File: src/rtl/vga_pkg.sv
// Shared VGA timing constants (640x480@60), counter width and select-FSM encoding.
// Also provides the half-open interval test used for all sync/blank decodes.
package vga_pkg;

    localparam int CNT_W    = 10;

    localparam int H_ACTIVE = 640;
    localparam int H_FP     = 16;
    localparam int H_SYNC   = 96;
    localparam int H_BP     = 48;
    localparam int H_TOTAL  = H_ACTIVE + H_FP + H_SYNC + H_BP;
    localparam int HS_START = H_ACTIVE + H_FP;
    localparam int HS_END   = HS_START + H_SYNC;

    localparam int V_ACTIVE = 480;
    localparam int V_FP     = 10;
    localparam int V_SYNC   = 2;
    localparam int V_BP     = 33;
    localparam int V_TOTAL  = V_ACTIVE + V_FP + V_SYNC + V_BP;
    localparam int VS_START = V_ACTIVE + V_FP;
    localparam int VS_END   = VS_START + V_SYNC;

    typedef enum logic {
        SEL_IDLE = 1'b0,
        SEL_PEND = 1'b1
    } sel_state_t;

    // lo <= v < hi, evaluated in int so no bound is truncated to the counter width
    function automatic logic in_span(input logic [CNT_W-1:0] v, input int lo, input int hi);
        return (int'(v) >= lo) && (int'(v) < hi);
    endfunction

endpackage

File: src/rtl/vga_timing_ctrl_if.sv
// Timing/strobe bundle from vga_timing_ctrl to the downstream video_gen stage.
interface vga_timing_ctrl_if;
    import vga_pkg::*;

    logic [CNT_W-1:0] x;
    logic [CNT_W-1:0] y;
    logic             hsync;
    logic             vsync;
    logic             blank_b;
    logic             sync_b;
    logic             vga_clk;
    logic             px_en;
    logic             frame_start;
    logic             is_output_img;

    modport master (
        output x, y, hsync, vsync, blank_b, sync_b, vga_clk, px_en, frame_start, is_output_img
    );

    modport slave (
        input x, y, hsync, vsync, blank_b, sync_b, vga_clk, px_en, frame_start, is_output_img
    );

endinterface

File: src/rtl/btn_debounce.sv
// Accepts a new button level only after DEB_CYCLES consecutive samples that differ from the current one.
// q_rise is a one-clock pulse when the accepted level goes 0 -> 1.
module btn_debounce #(
    parameter int DEB_CYCLES = 500000
) (
    input  logic clk,
    input  logic rst,
    input  logic d_sync,
    output logic q_level,
    output logic q_rise
);

    localparam int              DEB_W    = $clog2(DEB_CYCLES + 1);
    localparam logic [DEB_W-1:0] CNT_LAST = DEB_W'(DEB_CYCLES - 1);

    logic [DEB_W-1:0] cnt;

    always_ff @(posedge clk) begin
        if (!rst) begin
            cnt     <= '0;
            q_level <= 1'b0;
            q_rise  <= 1'b0;
        end else begin
            q_rise <= 1'b0;
            if (d_sync == q_level) begin
                cnt <= '0;
            end else if (cnt == CNT_LAST) begin
                cnt     <= '0;
                q_level <= d_sync;
                q_rise  <= d_sync;
            end else begin
                cnt <= cnt + DEB_W'(1);
            end
        end
    end

endmodule

File: src/rtl/vga_timing_ctrl.sv
// VGA timing generator: pixel divider, x/y raster counters, registered sync/blank strobes,
// and the frame-aligned original/processed image select driven by a debounced button.
module vga_timing_ctrl #(
    parameter int CLK_DIV    = 2,
    parameter int H_ACTIVE   = vga_pkg::H_ACTIVE,
    parameter int H_FP       = vga_pkg::H_FP,
    parameter int H_SYNC     = vga_pkg::H_SYNC,
    parameter int H_BP       = vga_pkg::H_BP,
    parameter int V_ACTIVE   = vga_pkg::V_ACTIVE,
    parameter int V_FP       = vga_pkg::V_FP,
    parameter int V_SYNC     = vga_pkg::V_SYNC,
    parameter int V_BP       = vga_pkg::V_BP,
    parameter int DEB_CYCLES = 500000
) (
    input  logic              clk,
    input  logic              rst,
    input  logic              btn_sel,
    vga_timing_ctrl_if.master vif
);
    import vga_pkg::*;

    localparam int H_TOT = H_ACTIVE + H_FP + H_SYNC + H_BP;
    localparam int V_TOT = V_ACTIVE + V_FP + V_SYNC + V_BP;
    localparam int HS_LO = H_ACTIVE + H_FP;
    localparam int HS_HI = HS_LO + H_SYNC;
    localparam int VS_LO = V_ACTIVE + V_FP;
    localparam int VS_HI = VS_LO + V_SYNC;

    localparam int               DIV_W    = $clog2(CLK_DIV);
    localparam logic [DIV_W-1:0] DIV_LAST = DIV_W'(CLK_DIV - 1);
    localparam logic [DIV_W-1:0] DIV_HALF = DIV_W'(CLK_DIV / 2);
    localparam logic [CNT_W-1:0] X_LAST   = CNT_W'(H_TOT - 1);
    localparam logic [CNT_W-1:0] Y_LAST   = CNT_W'(V_TOT - 1);

    logic [DIV_W-1:0] div_cnt, div_nxt;
    logic [CNT_W-1:0] x_q, y_q, x_nxt, y_nxt;
    logic             px_q, fs_q, hs_q, vs_q, blank_q, vclk_q;
    logic             btn_s1, btn_s2, btn_rise, btn_level_unused;
    sel_state_t       sel_q, sel_nxt;
    logic             img_q, img_nxt;

    always_comb begin
        div_nxt = (div_cnt == DIV_LAST) ? '0 : div_cnt + DIV_W'(1);
        x_nxt   = x_q;
        y_nxt   = y_q;
        if (px_q) begin
            if (x_q == X_LAST) begin
                x_nxt = '0;
                y_nxt = (y_q == Y_LAST) ? '0 : y_q + CNT_W'(1);
            end else begin
                x_nxt = x_q + CNT_W'(1);
            end
        end
    end

    // Strobes are decoded from the next-count values so they line up with x/y in the same cycle
    always_ff @(posedge clk) begin
        if (!rst) begin
            div_cnt <= '0;
            x_q     <= '0;
            y_q     <= '0;
            px_q    <= 1'b0;
            fs_q    <= 1'b0;
            hs_q    <= 1'b1;
            vs_q    <= 1'b1;
            blank_q <= 1'b0;
            vclk_q  <= 1'b0;
        end else begin
            div_cnt <= div_nxt;
            x_q     <= x_nxt;
            y_q     <= y_nxt;
            px_q    <= (div_nxt == DIV_LAST);
            fs_q    <= (div_nxt == DIV_LAST) && (x_nxt == '0) && (y_nxt == '0);
            hs_q    <= !in_span(x_nxt, HS_LO, HS_HI);
            vs_q    <= !in_span(y_nxt, VS_LO, VS_HI);
            blank_q <= in_span(x_nxt, 0, H_ACTIVE) && in_span(y_nxt, 0, V_ACTIVE);
            vclk_q  <= (div_nxt >= DIV_HALF);
        end
    end

    always_ff @(posedge clk) begin
        if (!rst) begin
            btn_s1 <= 1'b0;
            btn_s2 <= 1'b0;
        end else begin
            btn_s1 <= btn_sel;
            btn_s2 <= btn_s1;
        end
    end

    btn_debounce #(
        .DEB_CYCLES(DEB_CYCLES)
    ) u_btn_debounce (
        .clk    (clk),
        .rst    (rst),
        .d_sync (btn_s2),
        .q_level(btn_level_unused),
        .q_rise (btn_rise)
    );

    always_ff @(posedge clk) begin
        if (!rst) begin
            sel_q <= SEL_IDLE;
            img_q <= 1'b0;
        end else begin
            sel_q <= sel_nxt;
            img_q <= img_nxt;
        end
    end

    // A press landing on the frame_start cycle itself re-arms and waits for the next frame
    always_comb begin
        sel_nxt = sel_q;
        img_nxt = img_q;
        case (sel_q)
            SEL_IDLE: begin
                if (btn_rise) sel_nxt = SEL_PEND;
            end
            SEL_PEND: begin
                if (fs_q) begin
                    img_nxt = ~img_q;
                    sel_nxt = btn_rise ? SEL_PEND : SEL_IDLE;
                end
            end
            default: sel_nxt = SEL_IDLE;
        endcase
    end

    assign vif.x             = x_q;
    assign vif.y             = y_q;
    assign vif.hsync         = hs_q;
    assign vif.vsync         = vs_q;
    assign vif.blank_b       = blank_q;
    assign vif.sync_b        = 1'b0;
    assign vif.vga_clk       = vclk_q;
    assign vif.px_en         = px_q;
    assign vif.frame_start   = fs_q;
    assign vif.is_output_img = img_q;

endmodule
File: src/flat_wrapper.sv
// flat-port wrapper written by rule: the top's interface ports become plain ports
module vga_timing_ctrl_flat import vga_pkg::*;
#(
    parameter int CLK_DIV    = 2,
    parameter int H_ACTIVE   = vga_pkg::H_ACTIVE,
    parameter int H_FP       = vga_pkg::H_FP,
    parameter int H_SYNC     = vga_pkg::H_SYNC,
    parameter int H_BP       = vga_pkg::H_BP,
    parameter int V_ACTIVE   = vga_pkg::V_ACTIVE,
    parameter int V_FP       = vga_pkg::V_FP,
    parameter int V_SYNC     = vga_pkg::V_SYNC,
    parameter int V_BP       = vga_pkg::V_BP,
    parameter int DEB_CYCLES = 500000
)
  (clk, rst, btn_sel, vif_x, vif_y, vif_hsync, vif_vsync, vif_blank_b, vif_sync_b, vif_vga_clk, vif_px_en, vif_frame_start, vif_is_output_img);
  vga_timing_ctrl_if vif_i ();
  input  logic clk;
  input  logic rst;
  input  logic btn_sel;
  output wire logic [$bits(vif_i.x)-1:0] vif_x;
  output wire logic [$bits(vif_i.y)-1:0] vif_y;
  output wire logic [$bits(vif_i.hsync)-1:0] vif_hsync;
  output wire logic [$bits(vif_i.vsync)-1:0] vif_vsync;
  output wire logic [$bits(vif_i.blank_b)-1:0] vif_blank_b;
  output wire logic [$bits(vif_i.sync_b)-1:0] vif_sync_b;
  output wire logic [$bits(vif_i.vga_clk)-1:0] vif_vga_clk;
  output wire logic [$bits(vif_i.px_en)-1:0] vif_px_en;
  output wire logic [$bits(vif_i.frame_start)-1:0] vif_frame_start;
  output wire logic [$bits(vif_i.is_output_img)-1:0] vif_is_output_img;
  assign vif_x = vif_i.x;
  assign vif_y = vif_i.y;
  assign vif_hsync = vif_i.hsync;
  assign vif_vsync = vif_i.vsync;
  assign vif_blank_b = vif_i.blank_b;
  assign vif_sync_b = vif_i.sync_b;
  assign vif_vga_clk = vif_i.vga_clk;
  assign vif_px_en = vif_i.px_en;
  assign vif_frame_start = vif_i.frame_start;
  assign vif_is_output_img = vif_i.is_output_img;
  vga_timing_ctrl #(.CLK_DIV(CLK_DIV), .H_ACTIVE(H_ACTIVE), .H_FP(H_FP), .H_SYNC(H_SYNC), .H_BP(H_BP), .V_ACTIVE(V_ACTIVE), .V_FP(V_FP), .V_SYNC(V_SYNC), .V_BP(V_BP), .DEB_CYCLES(DEB_CYCLES)) u_core (.clk(clk), .rst(rst), .btn_sel(btn_sel), .vif(vif_i));
endmodule
File: config.mk
export PLATFORM = sky130hd
export DESIGN_NAME = vga_timing_ctrl_flat
export DESIGN_NICKNAME = d
export VERILOG_FILES = /design/src/rtl/vga_pkg.sv /design/src/rtl/vga_timing_ctrl_if.sv /design/src/rtl/btn_debounce.sv /design/src/rtl/vga_timing_ctrl.sv /design/src/flat_wrapper.sv
export SDC_FILE = /design/constraint.sdc
export NUM_CORES = 1
export LEC_CHECK = 0
export ABC_AREA = 1
export BUFFER_PORTS_ARGS = -buffer_cell sky130_fd_sc_hd__buf_2
export CAP_MARGIN = 20
export CORE_MARGIN = 1
export CORE_UTILIZATION = 30
export DETAILED_ROUTE_END_ITERATION = 8
export GPL_ROUTABILITY_DRIVEN = 0
export PLACE_DENSITY = 0.46
export SLEW_MARGIN = 25
export SYNTH_ARGS = -nofsm -noshare
export SYNTH_HDL_FRONTEND = slang
export SYNTH_HIERARCHICAL = 1
export SYNTH_SLANG_ARGS = --single-unit
File: constraint.sdc
create_clock -name clk -period 2.3 [get_ports clk]
set_input_delay 0 -clock clk [delete_from_list [all_inputs] [get_ports clk]]
set_output_delay 0 -clock clk [all_outputs]
set_load 0.1 [all_outputs]
==> qor.yml, run 1 <==
outcome:
  status: "complete, no violations"
sta:
  timing.final.ws_setup_ns: 0.4046
  finalMaxSlewViolations: 0
  layout_worst_path_cycle_share_pct: 82.41
  hold_violations: 0
  finalSetupTns_ns: 0
  timing.hold.ws_ns: 0.4209
  period_needed_ns: 1.895
  fin_skew_ns: 0.01173
  setup_viol: 0
  grt_setup_unrepaired: "false"
  clock.fmax_mhz: 527.6
critical_path:
  crit_buf_inv: 1
  cp_cell_sequence: "ha_1 > nand2_2 > nor2_8 > nand3_4 > and2_4 > nor2_2 > nand2_1 > clkinv_1 > nand2_2 > nor2_2 > nand2_1 > nor2_2"
  cpLargestDelayFamily: "simple AND/OR/NAND/NOR gates"
  cpMostUsedCell: "nor2_2"
  criticalPathCategory: "reg2reg"
  slowest_delay_ns: 0.37
  crit_required_ns: 2.56
  startpoint_type: "register"
  critPathMaxFanout: 9
  crit_slowest_cell: "dfxtp_2"
  crit_path_end_kind: "register"
  arrival_ns: 2.15
floorplan:
  start_util_pct: 31.58
  fp.dieW_um: 98.74
  ioPinCount: 31
  num_rows: 34
  die_y_um: 98.74
  core_area_sq_um: 8891
  dieArea_sq_um: 9750
synthesis:
  yosys-top-cells-count: "103 x nand2_1, 78 x nor2_1, 50 x dfxtp_1, 50 x inv_1, 30 x nand3_1"
  yosys.cell_types.count: 35
  synth.avg_cell_area_sq_um: 6.669
  synth_top_area_cell: "dfxtp_1"
  synth_area_sq_um: 2808
  seq_area_frac_synth_pct: 35.65
  yosys-top-cells-area: "dfxtp_1 36%, nand2_1 14%, nor2_1 10%"
  ys.flop_type: "dfxtp_1"
  synthMostInstantiatedCell: "nand2_1"
  synthArstFlopShare_pct: 0
  yosys_warnings: 6
  synth_nets: 428
  yosysTopAreaCellShare_pct: 35.65
  synth_edf_count: 0
  ys_seq_elements: 50
  synth_cells: 421
finish:
  areaGrowthSynthToFinish_pct: 13.37
  design_area_sq_um: 3183
  utilization_pct: 35.80
  instances_no_fill: 564
  regArea_sq_um: 1005
  multi_input_area_sq_um: 1543
  drive_above_1_share_pct: 17.32
  n_fill_cell: 973
  num-nets-final: 462
  num_antenna_cells: 0
pwr:
  p_leak_nw: 1.451
  intPower_mw: 1.126
  p_sw_share_pct: 28.54
  combPwrFrac_pct: 9.1
  powerDensity_nw_per_um2: 494.9
  power.switching_uw: 449.6
  p_clk_share_pct: 34.5
  seqPwrFrac_pct: 56.4
  report.power.total_mw: 1.575
  vdd_drop_max_uv: 266.3
placement:
  dpl.cell_count: 553
  pre_cts_ws_ns: 0.4144
  portBuffers: 29
  placed_area_sq_um: 3060
  place_hpwl_um: 5196
routing:
  postRouteAntennaNets: 0
  viasPerCell: 4.537
  drc_errors: 0
  dr.pass1.iters: 4
  drt-total-wl_um: 6806
  vias: 2559
  wl_per_cell_um: 12.07
  drt-initial-drc-count: 148
global_route:
  gr-usage-all-layers_pct: 14.77
  grt_pass1_wl_um: 11490
  grt_max_degree: 18
  antenna_found_initial: 0
  grt_pass1_vias: 2361
  overflow: 0
clocking:
  cts_tree: "built"
  cts_buffers: 5
  cts_setup_buffers: 0
  clockBufferDepth: 2
  path_clk_slew_ns: 0.11
  clk_latency_ns: 0.31
  root_buffer: "clkbuf_8"
  cts.sinks: 50
  h-tree-depth: 2
flow_run:
  cap_violations: 0
hold_path:
  min_path_type: "reg2reg"
cells in the final DEF (no fill, tap or decap), types with 2 or more instances in the layout:
cell | Yosys | routed
inv_1 | 50 | 50
dlygate4sd3_1 | 0 | 3
a21oi_1 | 12 | 12
nor2_1 | 78 | 78
nand3_2 | 5 | 5
clkinv_1 | 2 | 2
nand2_4 | 2 | 2
nand3_1 | 30 | 30
nand2_1 | 103 | 103
nor3_1 | 8 | 8
ha_1 | 4 | 4
dfxtp_2 | 0 | 3
o21ai_0 | 8 | 8
nand4_1 | 8 | 8
xnor2_1 | 3 | 3
buf_4 | 3 | 2
clkbuf_8 | 0 | 5
nand2_2 | 7 | 7
clkinvlp_4 | 0 | 2
nor2_2 | 8 | 8
dfxtp_1 | 50 | 47
or2_0 | 2 | 2
buf_2 | 1 | 29
nor2_4 | 3 | 3
xor2_1 | 11 | 11
o21ai_1 | 3 | 3
inv_2 | 6 | 6
nor2_8 | 2 | 2
cell families (layout without fill, tap and decap cells):
| family | after synthesis | in the layout | share of synthesized area (%) |
|---|---|---|---|
| other cells | 1 | 1 | 0.1336 |
| fa+ha+maj | 4 | 4 | 1.783 |
| compound gates | 26 | 26 | 5.303 |
| simple gates | 261 | 261 | 43.36 |
| flops | 50 | 50 | 35.65 |
| buf+inv | 65 | 100 | 9.403 |
| xor+xnor | 14 | 14 | 4.367 |
routing by layer:
metal	share of wire [%]	track usage (%)
met3	3.5	3.759
met1	53	20.90
met2	43	22.59
met5	0	0
met4	0.65	3.100
worst reg2reg max path, stage by stage (launching register included):
cell and delay [ns]:
dfxtp_2 0.37, ha_1 0.24, nand2_2 0.12, nor2_8 0.17, nand3_4 0.19, and2_4 0.21
nor2_2 0.13, nand2_1 0.07, clkinv_1 0.05, nand2_2 0.05, nor2_2 0.11, nand2_1 0.07
nor2_2 0.08
sequential cells by signal (all words and copies together), names as in the netlist:
signal                         cells
u_core/vif.frame_start             1
u_core/sel_q                       1
u_core/vif.y                      10
u_core/u_btn_debounce/cnt         19
u_core/btn_s2                      1
u_core/vif.hsync                   1
u_core/vif.x                      10
u_core/vif.blank_b                 1
u_core/vif.is_output_img           1
u_core/btn_s1                      1
u_core/u_btn_debounce/q_rise       1
u_core/vif.px_en                   1
u_core/vif.vsync                   1
u_core/u_btn_debounce/q_level      1
cell type report:
cell class	count	area share, %
flip-flops and latches	50	31.56
multi-input cells	306	48.47
clock inverters	3	0.7469
well taps	108	4.245
inverters	58	6.840
clock buffers	5	2.162
repair buffers	34	5.975
worst paths after layout:
path,startpoint,slack [ns],depth (start not counted),to
setup / recovery,u_core/vif.x[0],0.40,12,u_core/vif.frame_start
hold / removal,u_core/btn_s1,0.42,2,u_core/btn_s2
hold reg to reg,u_core/btn_s1,0.42,2,u_core/btn_s2
setup reg to reg,u_core/vif.x[0],0.40,12,u_core/vif.frame_start
power by group through the flow:
stage | clock network, mW | registers [mW] | logic, mW
6_report | 0.543 | 0.889 | 0.144
5_1_grt | 0.605 | 0.892 | 0.154
4_1_cts | 0.572 | 0.889 | 0.144
3_5_place_dp | 0 | 0.909 | 0.140
3_3_place_gp | 0 | 0.910 | 0.141
2_1_floorplan | 0 | 0.956 | 0.0724
timing repair:
action / CTS / global route
gates resized for setup: 0 / 0
hold buffers: 3 / 0
hold endpoints to repair: 5 / 0
endpoints found under the setup margin: 0 / 0
Power figures use the tool's default switching activity.
==> run 2, diff against run 1 <==
--- a/config.mk
+++ b/config.mk
@@ -12,7 +12,7 @@
 export CORE_UTILIZATION = 30
 export DETAILED_ROUTE_END_ITERATION = 8
 export GPL_ROUTABILITY_DRIVEN = 0
-export PLACE_DENSITY = 0.46
+export PLACE_DENSITY = 0.48
 export SLEW_MARGIN = 25
 export SYNTH_ARGS = -nofsm -noshare
 export SYNTH_HDL_FRONTEND = slang
==> constraint.sdc (replaced) <==
create_clock -name clk -period 1.57 [get_ports clk]
set_input_delay 0 -clock clk [delete_from_list [all_inputs] [get_ports clk]]
set_output_delay 0 -clock clk [all_outputs]
set_load 0.1 [all_outputs]
==> qor.yml, run 2 (synthesis results as in run 1) <==
global_route:
  grt_pass1_wl_um: 12360  # +7.6%
  overflow: 0  # unchanged
  antenna_found_initial: 0  # unchanged
  grt_max_degree: 17  # -1
  gr-usage-all-layers_pct: 15.84  # +1.1 points
  grt_pass1_vias: 2662  # +13%
critical_path:
  cpMostUsedCell: "nand2_1"
  crit_slowest_cell: "dfxtp_4"
  crit_path_end_kind: "register"
  critPathMaxFanout: 5  # -4
  crit_required_ns: 1.78  # -0.78 ns
  cp_cell_sequence: "ha_4 > nand2_4 > nor2_8 > nand3_4 > nor2_4 > xnor2_2 > nor2_1 > nand2_1 > nor2_2 > nand2_1"
  criticalPathCategory: "reg2reg"
  startpoint_type: "register"
  arrival_ns: 1.89  # -0.26 ns
  slowest_delay_ns: 0.37  # about the same
clocking:
  root_buffer: "clkbuf_8"
  clk_latency_ns: 0.31  # about the same
  path_clk_slew_ns: 0.10  # about the same
  cts_tree: "built"
  cts.sinks: 50  # unchanged
  clockBufferDepth: 2  # unchanged
  h-tree-depth: 2  # unchanged
  cts_buffers: 5  # unchanged
sta:
  period_needed_ns: 1.679  # -0.2165 ns
  fin_skew_ns: 0.009532  # -0.002203 ns
  timing.final.ws_setup_ns: -0.1089  # -0.5135 ns
  hold_violations: 0  # unchanged
  clock.fmax_mhz: 595.6  # +13%
  setup_viol: 3  # +3
  layout_worst_path_cycle_share_pct: 106.9  # +25 points
  grt_setup_unrepaired: "true"
  finalMaxSlewViolations: 0  # unchanged
finish:
  num-nets-final: 502  # +8.7%
  final_cell_mix: "98 x nand2_1, 74 x nor2_1, 47 x inv_1"
  instances_no_fill: 604  # +7.1%
  final_common_cell: "nand2_1"
  design_area_sq_um: 3675  # +15%
  drive_above_1_share_pct: 32.06  # +15 points
  areaGrowthSynthToFinish_pct: 30.88
  largest_reg_flops: 19  # unchanged
  largest_register: "u_core/u_btn_debounce/cnt"
  num_antenna_cells: 0  # unchanged
pwr:
  p_leak_nw: 1.690  # +17%
  combPwrFrac_pct: 10.8  # +1.7 points
  vdd_drop_max_uv: 324.6  # +22%
  p_clk_share_pct: 33.4  # -1.1 points
  power.switching_uw: 641.8  # +43%
  powerDensity_nw_per_um2: 623.4  # +26%
  seqPwrFrac_pct: 55.9  # -0.5 points
  p_sw_share_pct: 28.02  # -0.53 points
  intPower_mw: 1.649  # +47%
routing:
  wl_per_cell_um: 12.01  # -0.49%
  dr.pass1.iters: 4  # unchanged
  m1WireLength_um: 3623  # +0.36%
  met3WireLength_um: 379  # +61%
  postRouteAntennaNets: 0  # unchanged
  routed.top_layer: "met4"
  drt-initial-drc-count: 99  # -33%
  route.met2.wl_um: 3171  # +8.8%
  viasPerCell: 4.644  # +2.4%
  vias: 2805  # +9.6%
  drt-total-wl_um: 7253  # +6.6%
  drc_errors: 0  # unchanged
floorplan:
  fp.dieW_um: 98.74  # unchanged
  start_util_pct: 31.58  # unchanged
  core_area_sq_um: 8891  # unchanged
  die_y_um: 98.74  # unchanged
  num_rows: 34  # unchanged
  dieArea_sq_um: 9750  # unchanged
  ioPinCount: 31  # unchanged
placement:
  placed_area_sq_um: 3441  # +12%
  portBuffers: 29  # unchanged
  dpl.cell_count: 590  # +6.7%
  place_hpwl_um: 5504  # +5.9%
hold_path:
  min_path_type: "reg2reg"
outcome:
  violations: "negative setup slack"
  status: "finished, violations left"
flow_run:
  cap_violations: 0  # unchanged
## run 2: layout make-up
| type | count | area, sq um |
|---|---|---|
| fill | 949 | 5216 |
| multi-input combinational | 307 | 1672 |
| sequential | 50 | 1060 |
| timing repair buffer | 73 | 499.2 |
| inverter | 58 | 220.2 |
| tap | 108 | 135.1 |
| clock buffer | 5 | 68.82 |
| clock inverter | 3 | 20.02 |
## run 2: critical path: cells and delay by family, from the launching register on
family / cells / cell delay [ns]
xor gates and xnor gates: 1 / 0.12
adders and majority gates: 1 / 0.15
DFF: 1 / 0.37
and+or+nand+nor: 8 / 0.95
## run 2: path summary, 6_finish.rpt
| path | from | to | slack, ns | depth (start not counted) |
|---|---|---|---|---|
| worst max register to register | u_core/vif.x[1] | u_core/vif.vsync | -0.11 | 10 |
| worst min register to register | u_core/btn_s1 | u_core/btn_s2 | 0.42 | 2 |
| worst min-delay path | u_core/btn_s1 | u_core/btn_s2 | 0.42 | 2 |
| worst max-delay path | u_core/vif.x[1] | u_core/vif.vsync | -0.11 | 10 |
## run 2: through the flow
step,util (%),hold slack (ns),worst slack (ns),power [mW],setup TNS (ns)
2_1_floorplan,-,0.09345,-0.1833,1.493,-0.5867
3_3_place_gp,38.70,0.1867,-0.07813,1.544,-0.2279
4_1_cts,40.52,0.4270,-0.1002,2.329,-0.2817
5_1_grt,41.33,0.4508,-0.2133,2.397,-0.8306
6_report,41.33,0.4244,-0.1089,2.291,-0.2876
3_5_place_dp,38.70,0.1909,-0.1050,1.544,-0.3146
## run 2: power by group through the flow
stage	sequential [mW]	combinational, mW	clock [mW]
6_report	1.28	0.247	0.764
2_1_floorplan	1.38	0.109	0
3_5_place_dp	1.31	0.232	0
5_1_grt	1.28	0.266	0.848
3_3_place_gp	1.31	0.232	0
4_1_cts	1.28	0.248	0.801
## run 2: layer usage
metal | vias up | global-route usage, %
li1 | 1456 | -
met1 | 1258 | 21.36
met2 | 85 | 25.71
met3 | 6 | 2.482
met4 | 0 | 5.396
met5 | - | 0
## run 2: repair_timing
| action | in CTS | in global routing |
|---|---|---|
| gates resized for setup | 3 | 22 |
| pin swaps | 6 | 11 |
| endpoints found under the hold margin | 5 | 0 |
| buffers inserted | 2 | 0 |
| hold buffers | 3 | 0 |
| setup endpoints to repair | 4 | 21 |
| gates cloned | 1 | 0 |
==> run 3, diff against run 2 <==
--- a/config.mk
+++ b/config.mk
@@ -13,6 +13,7 @@
 export DETAILED_ROUTE_END_ITERATION = 8
 export GPL_ROUTABILITY_DRIVEN = 0
 export PLACE_DENSITY = 0.48
+export REMOVE_ABC_BUFFERS = 1
 export SLEW_MARGIN = 25
 export SYNTH_ARGS = -nofsm -noshare
 export SYNTH_HDL_FRONTEND = slang
==> qor.yml, run 3 (synthesis results as in run 1) <==
sta:
  clock.fmax_mhz: 601.1  # +0.92%
  setup_viol: 3  # unchanged
  layout_worst_path_cycle_share_pct: 106.0  # -0.97 points
  hold_violations: 0  # unchanged
  finalMaxSlewViolations: 0  # unchanged
  timing.hold.ws_ns: 0.4262  # +0.001794 ns
  fin_skew_ns: 0.009518  # -0.00001433 ns
  period_needed_ns: 1.664  # -0.01527 ns
  grt_setup_unrepaired: "true"
  timing.final.ws_setup_ns: -0.09361  # +0.01527 ns
finish:
  final_cell_mix: "98 x nand2_1, 69 x nor2_1, 60 x buf_4"
  final_common_cell: "nand2_1"
  num_antenna_cells: 0  # unchanged
  largest_reg_flops: 19  # unchanged
  num-nets-final: 523  # +4.2%
  areaGrowthSynthToFinish_pct: 37.21
  design_area_sq_um: 3852  # +4.8%
  drive_above_1_share_pct: 33.85  # +1.8 points
  n_fill_cell: 937  # -1.3%
  instances_no_fill: 625  # +3.5%
  largest_register: "u_core/u_btn_debounce/cnt"
critical_path:
  rr_startpoint: "u_core/vif.y[0]"
  reg2reg_setup_slack_ns: -0.09  # +0.02 ns
  worstSetupPathDepth: 11  # +1
  crit_buf_inv: 2  # +2
  criticalPathCategory: "reg2reg"
  arrival_ns: 1.88  # about the same
  cp_cell_sequence: "buf_4 > nand3_2 > nor2_2 > nand3_2 > nor2_4 > nand2_1 > nand2_2 > nand3_4 > buf_4 > nand3_1 > nor2_1"
  crit_path_end_kind: "register"
  rr_worst_depth: 11  # +1
  crit_start: "u_core/vif.y[0]"
  slowest_delay_ns: 0.38  # about the same
  startpoint_type: "register"
  crit_required_ns: 1.78  # about the same
  crit_slowest_cell: "dfxtp_4"
  critPathMaxFanout: 4  # -1
  critPathCapture: "u_core/vif.blank_b"
  cpLargestDelayFamily: "simple AND/OR/NAND/NOR gates"
  reg2reg_to: "u_core/vif.blank_b"
floorplan:
  die_y_um: 98.74  # unchanged
  num_rows: 34  # unchanged
  dieArea_sq_um: 9750  # unchanged
  fp.dieW_um: 98.74  # unchanged
  core_area_sq_um: 8891  # unchanged
  ioPinCount: 31  # unchanged
  start_util_pct: 31.58  # unchanged
global_route:
  grt_max_degree: 18  # +1
  overflow: 0  # unchanged
  met1_usage_pct: 21.91  # +0.54 points
  grt_pass1_vias: 2645  # -0.64%
  antenna_found_initial: 0  # unchanged
  use_met3_pct: 2.411  # -0.071 points
  grt-busiest-layer: "met2"
  grt_use_met2_pct: 24.74  # -0.97 points
  grt_pass1_wl_um: 12210  # -1.3%
  gr-usage-all-layers_pct: 15.57  # -0.27 points
clocking:
  cts_tree: "built"
  clk_latency_ns: 0.31  # about the same
  path_clk_slew_ns: 0.10  # about the same
  cts.sinks: 50  # unchanged
  cts_buffers: 5  # unchanged
  root_buffer: "clkbuf_8"
  clockBufferDepth: 2  # unchanged
  h-tree-depth: 2  # unchanged
routing:
  wl_per_cell_um: 11.37  # -5.3%
  drt-total-wl_um: 7107  # -2.0%
  postRouteAntennaNets: 0  # unchanged
  viasPerCell: 4.456  # -4.0%
  drt-initial-drc-count: 128  # +29%
  vias: 2785  # -0.71%
  dr.pass1.iters: 5  # +1
  drc_errors: 0  # unchanged
placement:
  placed_area_sq_um: 3467  # +0.76%
  dpl.cell_count: 606  # +2.7%
  place_hpwl_um: 5497  # -0.14%
  portBuffers: 29  # unchanged
pwr:
  powerDensity_nw_per_um2: 649.9  # +4.3%
  p_leak_nw: 1.796  # +6.3%
  vdd_drop_max_uv: 476.0  # +47%
  report.power.total_mw: 2.504  # +9.3%
outcome:
  status: "finished, violations left"
  violations: "negative setup slack"
hold_path:
  min_path_type: "reg2reg"
flow_run:
  cap_violations: 0  # unchanged
-- run 3: report_power, final --
| part | switching [mW] | internal, mW |
|---|---|---|
| clock | 0.474 | 0.486 |
| combinational | 0.181 | 0.0693 |
| sequential | 0.0132 | 1.28 |
| total | 0.668 | 1.84 |
-- run 3: worst register-to-register path, stage by stage, from the launching register on --
cell     delay (ns)
dfxtp_4        0.38
buf_4          0.11
nand3_2        0.10
nor2_2         0.17
nand3_2        0.10
nor2_4         0.19
nand2_1        0.09
nand2_2        0.08
nand3_4        0.09
buf_4          0.14
nand3_1        0.07
nor2_1         0.05
-- run 3: metrics by stage --
step	setup WS [ns]	utilization (%)	setup TNS (ns)
after floorplan	-1.563	-	-28.86
after global placement	-0.1811	39.00	-0.5833
after detailed placement	-0.1821	39.00	-0.6414
after CTS	-0.1285	41.64	-0.3755
after global routing	-0.2039	43.33	-0.9855
final	-0.09361	43.33	-0.2501
-- run 3: metal layers --
| layer | vias up | wire, um |
|---|---|---|
| li1 | 1488 | - |
| met1 | 1258 | 3676 |
| met2 | 32 | 3176 |
| met3 | 7 | 181 |
| met4 | 0 | 73 |
| met5 | - | 0 |
-- run 3: worst min path at each step --
stage,from,to,slack [ns],cells after the start
6_report,u_core/btn_s1,u_core/btn_s2,0.43,2
5_1_grt,u_core/btn_s1,u_core/btn_s2,0.43,2
4_1_cts,u_core/btn_s1,u_core/btn_s2,0.42,2
3_5_place_dp,btn_sel,u_core/btn_s1,0.19,3
3_3_place_gp,btn_sel,u_core/btn_s1,0.19,3
2_1_floorplan,rst,u_core/btn_s1,0.09,2
-- run 3: repair_timing --
action	CTS	global route
pin swaps	11	17
endpoints found under the setup margin	7	24
setup buffers	4	4
resized for setup	15	35
gates cloned	1	0
hold endpoints to repair	5	0
hold buffers	3	0
-- run 3: area by class of cell --
cell class | instances | area, sq um | area share [%]
inverter | 58 | 217.7 | 5.651
timing repair buffer | 94 | 656.9 | 17.05
sequential | 50 | 1013 | 26.31
multi-input combinational | 307 | 1712 | 44.43
tap | 108 | 135.1 | 3.508
clock buffer | 5 | 68.82 | 1.786
clock inverter | 3 | 48.80 | 1.267
